## src/rtl/oc8051_cxrom_reader.sv

```systemverilog
// rtl/oc8051_cxrom_reader.sv - sequential cxrom range reader with output FIFO
//
// Walks word_count words of code ROM starting at start_addr, ADDR_STEP bytes
// apart (16-bit wrap), and streams them out through a FIFO_DEPTH-entry buffer
// so ROM fetch keeps going while the consumer briefly stalls.
//
// Optional feature macro: OC8051_CXROM_RDR_CSUM_EN adds the csum output, a
// running 32-bit sum of every word handed to the consumer.
//
// Ports:
//   clk, rst               clock, asynchronous active-low reset
//   start, start_addr,     run request (accepted only when idle) with its
//   word_count             first address and word count
//   abort                  cancel the current run, flush the FIFO
//   busy, done             run in progress / one-cycle completion pulse
//   cxrom_addr,            combinational ROM interface (same-cycle data)
//   cxrom_data_in
//   out_valid, out_ready,  head-of-FIFO stream with its source address
//   out_data, out_addr
//   csum                   (macro only) sum of consumed words

module oc8051_cxrom_reader #(
  parameter int ADDR_STEP  = 4,
  parameter int FIFO_DEPTH = 2
) (
  input  logic        clk,
  input  logic        rst,
  input  logic        start,
  input  logic [15:0] start_addr,
  input  logic [15:0] word_count,
  input  logic        abort,
  output logic        busy,
  output logic        done,
  output logic [15:0] cxrom_addr,
  input  logic [31:0] cxrom_data_in,
  output logic        out_valid,
  input  logic        out_ready,
  output logic [31:0] out_data,
  output logic [15:0] out_addr
`ifdef OC8051_CXROM_RDR_CSUM_EN
  ,
  output logic [31:0] csum
`endif
);

  localparam int PW = (FIFO_DEPTH > 1) ? $clog2(FIFO_DEPTH) : 1;
  localparam int CW = PW + 1;

  typedef enum logic [1:0] {
    S_IDLE,
    S_FETCH,
    S_DRAIN,
    S_DONE
  } state_t;

  state_t        state;
  state_t        state_nxt;

  logic [15:0]   remaining;
  logic [31:0]   fifo_data [FIFO_DEPTH];
  logic [15:0]   fifo_addr [FIFO_DEPTH];
  logic [PW-1:0] rd_ptr;
  logic [PW-1:0] wr_ptr;
  logic [CW-1:0] occ;

  logic          start_ok;
  logic          abort_ok;
  logic          fifo_full;
  logic          pop;
  logic          push;
  logic          last_push;

  assign start_ok  = (state == S_IDLE) && start;
  assign abort_ok  = (state != S_IDLE) && abort;
  assign fifo_full = (occ == CW'(FIFO_DEPTH));
  assign pop       = out_valid && out_ready;
  // A full FIFO still accepts a word when the head leaves in the same cycle.
  assign push      = (state == S_FETCH) && !abort && (!fifo_full || pop);
  assign last_push = push && (remaining == 16'd1);

  assign busy      = (state != S_IDLE);
  assign done      = (state == S_DONE);
  assign out_valid = (occ != '0);
  assign out_data  = fifo_data[rd_ptr];
  assign out_addr  = fifo_addr[rd_ptr];

  always_ff @(posedge clk or negedge rst) begin
    if (!rst) begin
      state <= S_IDLE;
    end else begin
      state <= state_nxt;
    end
  end

  always_comb begin
    state_nxt = state;
    case (state)
      S_IDLE: begin
        if (start) begin
          state_nxt = (word_count == 16'd0) ? S_DONE : S_FETCH;
        end
      end
      S_FETCH: begin
        if (last_push) begin
          state_nxt = S_DRAIN;
        end
      end
      S_DRAIN: begin
        // Leave once the FIFO is empty after this cycle's pop.
        if ((occ == '0) || ((occ == CW'(1)) && pop)) begin
          state_nxt = S_DONE;
        end
      end
      S_DONE: begin
        state_nxt = S_IDLE;
      end
      default: begin
        state_nxt = S_IDLE;
      end
    endcase
    if (abort_ok) begin
      state_nxt = S_IDLE;
    end
  end

  always_ff @(posedge clk or negedge rst) begin
    if (!rst) begin
      remaining  <= '0;
      cxrom_addr <= '0;
      rd_ptr     <= '0;
      wr_ptr     <= '0;
      occ        <= '0;
      for (int i = 0; i < FIFO_DEPTH; i++) begin
        fifo_data[i] <= '0;
        fifo_addr[i] <= '0;
      end
    end else begin
      if (start_ok) begin
        remaining <= word_count;
        // An empty run never fetches, so the ROM address is left alone.
        if (word_count != 16'd0) begin
          cxrom_addr <= start_addr;
        end
      end
      if (push) begin
        fifo_data[wr_ptr] <= cxrom_data_in;
        fifo_addr[wr_ptr] <= cxrom_addr;
        wr_ptr            <= wr_ptr + 1'b1;
        remaining         <= remaining - 16'd1;
        // Keep the last fetched address on the bus after the final word.
        if (!last_push) begin
          cxrom_addr <= cxrom_addr + 16'(ADDR_STEP);
        end
      end
      if (abort_ok) begin
        rd_ptr <= '0;
        wr_ptr <= '0;
        occ    <= '0;
      end else begin
        if (pop) begin
          rd_ptr <= rd_ptr + 1'b1;
        end
        case ({push, pop})
          2'b10:   occ <= occ + CW'(1);
          2'b01:   occ <= occ - CW'(1);
          default: occ <= occ;
        endcase
      end
    end
  end

`ifdef OC8051_CXROM_RDR_CSUM_EN
  always_ff @(posedge clk or negedge rst) begin
    if (!rst) begin
      csum <= '0;
    end else if (abort_ok || start_ok) begin
      csum <= '0;
    end else if (pop) begin
      csum <= csum + out_data;
    end
  end
`endif

endmodule

```

## config.mk

```make
export PLATFORM = sky130hd
export DESIGN_NAME = oc8051_cxrom_reader
export DESIGN_NICKNAME = d
export VERILOG_FILES = /design/src/rtl/oc8051_cxrom_reader.sv
export SDC_FILE = /design/constraint.sdc
export NUM_CORES = 1
export LEC_CHECK = 0
export ABC_AREA = 1
export CAP_MARGIN = 20
export CORE_MARGIN = 2
export CORE_UTILIZATION = 40
export CTS_CLUSTER_DIAMETER = 40
export DETAILED_ROUTE_END_ITERATION = 6
export GPL_TIMING_DRIVEN = 0
export PLACE_DENSITY = 0.67
export SLEW_MARGIN = 20
export SYNTH_ARGS = -nofsm -noshare
export SYNTH_HDL_FRONTEND = slang
export SYNTH_SLANG_ARGS = --single-unit
export TNS_END_PERCENT = 1
```

## constraint.sdc

```tcl
create_clock -name clk -period 1.75 [get_ports clk]
set_input_delay 0.4375 -clock clk [delete_from_list [all_inputs] [get_ports clk]]
set_output_delay 0.4375 -clock clk [all_outputs]
set_load 0.02 [all_outputs]
```

* Word level (Yosys, flattened, before mapping)
Cells that the tools add are included.
** Storage, ports and cells
- Output and inout port bits :: 67
- Register bits after elaboration :: 134
** Operators by class
- $add $sub $neg :: 6
- Bitwise logic cells :: 2
- Eq/ne operators :: 11
- Order comparisons :: 3
- Reduce and logical (&&, ||, !) cells :: 23
- Muxes and demuxes :: 30
** Operators with widths (number)
- 2-to-1 mux 16 bit :: 10
- 2-to-1 mux 32 bit :: 4
- bitwise mux 64 bit :: 1
- bitwise mux 32 bit :: 1
- demux 32 bit (select 1 bit) :: 1
- adder 16 x 3 -> 16 bit, second input constant :: 1
- demux 16 bit (select 1 bit) :: 1
- == test 16 x 1 -> 1 bit, second input constant :: 1
- zero test 16 bit :: 1
- nonzero test 16 bit :: 1
- subtractor 16 x 1 -> 16 bit, second input constant :: 1
- 2-to-1 mux 2 bit :: 6
- nonzero test 2 bit :: 5
- inequality test 3 bit, second input constant :: 3
- == test 2 bit, second input constant :: 4
- logical AND 1 bit :: 8
- case mux 2 bit (4 select lines) :: 1
- == test 2 x 1 -> 1 bit, second input constant :: 3
- greater-or-equal comparator 2 bit, second input constant :: 2
- zero test 2 bit :: 2
- 2-to-1 mux 1 bit :: 4
- inverter 1 -> 2 bit :: 2
- case mux 2 bit (2 select lines) :: 1
- AND reduction 3 bit :: 1
- 7 further kinds :: 10

* Logic depth before layout (Yosys ltp)
- Depth in word-level cells :: 8
- Mapped depth :: 12
- Mapped depth without buffers :: 11

* Least setup slack after synthesis
Ideal clock, no wire load.
- Kind :: flip-flop to flip-flop
- Start :: reg occ[0]
- End :: reg fifo_data[32] (netlist bit)
- Path slack :: -48 ps
- Cell stages (with the launch flop) :: 13
- Clock period less this slack :: 1798 ps
- Data arrival time :: 1678 ps
- Data required time :: 1629 ps
- Path through :: dfrtp_1 > inv_1 > ha_1 > inv_2 > nand2_2 > nand2_1 > nand3_2 > or2_1 > buf_2 > buf_6 > buf_6 > nand2_1 > o21ai_1
** On the way
- Word-level cells in the longest chain between the ends :: 4
** Ends and longest elaborated chain
- start: declaration :: line 64 : logic [CW-1:0] occ;
- start signal: assignment :: line 164 : 2'b10: occ <= occ + CW'(1);
- start signal: assignment :: line 165 : 2'b01: occ <= occ - CW'(1);
- nonzero test 2 bit :: line 83 : assign out_valid = (occ != '0);
- net out_valid :: line 36 : output logic out_valid,
- logical AND 1 bit :: line 76 : assign pop = out_valid && out_ready;
- logical OR 1 bit :: line 78 : assign push = (state == S_FETCH) && !abort && (!fifo_full || pop);
- logical AND 1 bit :: line 78
- end signal: indexed assignment :: line 146 : fifo_data[wr_ptr] <= cxrom_data_in;
- end: declaration :: line 60 : logic [31:0] fifo_data [FIFO_DEPTH];
The timed path passes the listed nets, and every way through them passes these cells.
A chain may end at the register's enable or synchronous reset.

* Final worst setup path
- Start :: reg rd_ptr
- End :: out out_addr[5]
** On the way
- Word-level cells in the longest chain between the ends :: 4
** Ends and longest elaborated chain
- start: declaration :: line 62 : logic [PW-1:0] rd_ptr;
- start signal: assignment :: line 161 : rd_ptr <= rd_ptr + 1'b1;
- inverter 1 -> 2 bit (not written as such) :: line 85 : assign out_addr = fifo_addr[rd_ptr];
- 2-to-1 mux 16 bit (not written as such) (3 in a row) :: line 85
- end: declaration :: line 39 : output logic [15:0] out_addr
No other way between the ends. The select of a mux whose other input is x is not followed.

==> impl_metrics.env <==
export IMPL_ant_nets=0
export IMPL_worst_hold_path_type="register to register"
export IMPL_cts_buffers=17
export IMPL_fmax_ghz=0.525
export IMPL_wl_per_cell_um=14.2
export IMPL_clkSinkCount=134
export IMPL_async_reset_ff_frac=1.00
export IMPL_portBuffers=135
export IMPL_synth_top_cell_by_area="dfrtp_1"
export IMPL_dr_pass1_iters=5
export IMPL_cp_data_arrival_time_ns=1.47
export IMPL_startpoint_type="register"
export IMPL_core_um2=16500
export IMPL_row_count=47
export IMPL_final_max_slew_viol_count=0
export IMPL_slew_headroom=0.665
export IMPL_rr_worst_depth=12
export IMPL_drc=0
export IMPL_post_dp_cell_area_um2=8380
export IMPL_status="complete, but fails checks"
export IMPL_critical_path_slowest_cell="dfrtp_2"
export IMPL_ioPinCount=136
export IMPL_fp_dieH_um=133
export IMPL_place_ws_ns=-0.896
export IMPL_syn_to_final_growth_pct=42.2
export IMPL_p_sw_frac=0.417
export IMPL_synth_main_ff_cell="dfrtp_1"
export IMPL_multi_input_area_um2=3080
export IMPL_num_vias=6268
export IMPL_cp_max_fo=5
export IMPL_grt_pass1_vias=5996
export IMPL_die_w_um=133
export IMPL_power_leakage_nw=4.87
export IMPL_clock_latency_ns=0.42
export IMPL_seqPwrFrac=0.303
export IMPL_clk_pin_slew_worst_paths_ns=0.06
export IMPL_cp_depth=5
export IMPL_routed_via_density=4.84
export IMPL_ir_drop_mv=0.855
export IMPL_yosysSeqAreaShare=0.500
export IMPL_clock_skew_ns=0.00800
export IMPL_htreeDepth=4
export IMPL_netlist_area_leader_share=0.500
export IMPL_critPathCapture="out_addr[5]"
export IMPL_grt_usage=0.208
export IMPL_synth_seq_cells=134
export IMPL_reg2reg_to="fifo_data[38]"
export IMPL_path_cells="buf_8, clkbuf_16, nand2_4, nand2_2, buf_6"
export IMPL_crit_type="register to primary output"
export IMPL_layout_drive_gt1_share=0.197
export IMPL_power_mw=18.5
export IMPL_rrSetupSlack_ns=-0.10
export IMPL_syn_cell_area_um2=6710
export IMPL_max_cap_viol_count=0
export IMPL_seq_area_um2=3350
export IMPL_synthTopCellsByCount="nand2_1 (351), dfrtp_1 (134), inv_1 (89)"
export IMPL_dieArea_um2=17800
export IMPL_hold_violations=0
export IMPL_grt_max_degree=85
export IMPL_startpoint="rd_ptr"
export IMPL_initial_utilization=0.407
export IMPL_reg2reg_from="occ[1]"
export IMPL_tightest_slew_ns=0.502
export IMPL_grt_pass1_wl_um=29500
export IMPL_ys_types=27
export IMPL_power_density_nw_per_um2=1940
export IMPL_switchingPower_mw=7.71
export IMPL_n_antenna_cell=0
export IMPL_yosysMostFrequentCell="nand2_1"
export IMPL_finish_instance_area_um2=9540
export IMPL_fin_crit_sh=1.09
export IMPL_internal_power_mw=10.8
export IMPL_grt_setup_unrepaired="yes"
export IMPL_drt_iter0_drc=381
export IMPL_fin_ws_ns=-0.155
export IMPL_crit_path_max_incr_delay_ns=0.45
export IMPL_synth_area_leaders="dfrtp_1 (50%), nand2_1 (20%), o21ai_0 (5.0%)"
export IMPL_critPathRequiredTime_ns=1.31
export IMPL_fillCellCount=1546
export IMPL_syn_inst=892
export IMPL_synth_warnings=0
export IMPL_cts_tree="done"
export IMPL_crit_buf_inv=3
export IMPL_p_clk_frac=0.193
export IMPL_overflow=0
export IMPL_synth_edf_count=0
export IMPL_synth_fp_nets=971
export IMPL_finalNonFillerCells=1294
export IMPL_cts_root_buf="clkbuf_16"
export IMPL_syn_avg_cell_area_um2=7.52
export IMPL_setup_viol=89
export IMPL_hpwl_um=12600
export IMPL_wl_um=18400
export IMPL_clockBufferDepth=2
export IMPL_routabilityCongestion=0.830
export IMPL_crit_path_end_kind="primary output"
export IMPL_violations="setup timing"
export IMPL_antenna_found_initial=0
export IMPL_cpLargestDelayFamily="buffers and inverters"
export IMPL_dp_cells=1248
export IMPL_comb_power_share=0.504
export IMPL_nets=1140
export IMPL_fin_crit_ns=1.90
-- worst register-to-register path: cells and delay by family, from the launching register on --
| family | cells | cell delay [ns] |
|---|---|---|
| AOI/OAI and AO/OA | 1 | 0.06 |
| adders and majority gates | 1 | 0.17 |
| buffers and inverters | 5 | 0.58 |
| DFF | 1 | 0.37 |
| and+or+nand+nor | 5 | 0.56 |
-- power by group through the flow --
stage | registers [mW] | logic, mW | clock network, mW
global route | 5.78 | 10.3 | 3.72
CTS | 5.51 | 8.60 | 3.59
detailed placement | 5.55 | 8.35 | 0
global placement | 5.52 | 8.20 | 0
floorplan | 5.57 | 4.88 | 0
finish | 5.60 | 9.31 | 3.57
-- state kept, by name, indices dropped and copies added (netlist names) --
name and cells:
fifo_data 64, fifo_addr 32, cxrom_addr 16, remaining 16, occ 2, state 2
rd_ptr 1, wr_ptr 1
-- worst min-delay path by stage --
| stage | from | end | slack, ns | cells after the start |
|---|---|---|---|---|
| final | fifo_addr[3] | fifo_addr[3] | 0.48 | 2 |
| after CTS | fifo_addr[16] | fifo_addr[16] | 0.49 | 2 |
| after detailed placement | rst | cxrom_addr[13] | 0.38 | 1 |
| after floorplan | rst | cxrom_addr[0] | 0.14 | 0 |
| after global routing | fifo_addr[12] | fifo_addr[12] | 0.50 | 2 |
| after global placement | fifo_data[25] | fifo_data[25] | 0.47 | 2 |
-- placed cells by master (no fill, tap or decap), types with 21 or more instances in the layout --
cell type          n
dfrtp_1          133
buf_6             36
buf_4             22
o21ai_1           58
clkbuf_16         21
nand2_2           44
nand2_1          300
nand3_1           57
o21ai_0           56
nor2_1            38
clkdlybuf4s50_1   67
inv_1             83
-- per-stage QoR --
step                      utilization  hold slack (ns)  TNS, ns
final                           0.579            0.480    -7.97
after global routing            0.579            0.502   -17.25
after CTS                       0.556            0.486   -12.67
after detailed placement        0.509            0.379   -96.89
after global placement          0.507            0.466  -800.88
after floorplan                     -            0.142        0
-- kinds of logic (layout without fill, tap and decap cells) --
logic type | count (synthesis) | in the layout | synth area share
flip-flops | 134 | 134 | 0.500
AND/OR/NAND/NOR | 469 | 469 | 0.281
buffers and inverters | 132 | 314 | 0.0813
adder cells (fa/ha/maj) | 10 | 10 | 0.0187
XOR/XNOR | 11 | 11 | 0.0144
AO/OA/AOI/OAI | 136 | 136 | 0.105
-- per-layer routing --
metal  global-route usage  routed length (um)  vias to the layer above
li1                     -                   -                     3150
met1                0.282                8420                     2921
met2                0.326                8560                      165
met3               0.0445                1010                       32
met4               0.0816                 421                        0
met5                    0                   0                        -
-- repair_timing --
item / 4_1_cts / 5_1_grt
pin swaps: 14 / 6
resized for setup: 342 / 115
buffers inserted: 5 / 4
hold buffers: 1 / 0
setup endpoints to repair: 200 / 181
hold endpoints to repair: 50 / 0
cloned: 1 / 3
-- cell type report --
type / count / share of cell area
Multi-Input combinational cell: 626 / 0.323
Buffer: 40 / 0.0441
Tap cell: 220 / 0.0289
Clock buffer: 23 / 0.0522
Timing Repair Buffer: 150 / 0.152
Clock inverter: 9 / 0.0102
Inverter: 92 / 0.0373
Sequential cell: 134 / 0.352
Note: power is estimated with default switching activity, not from simulation.
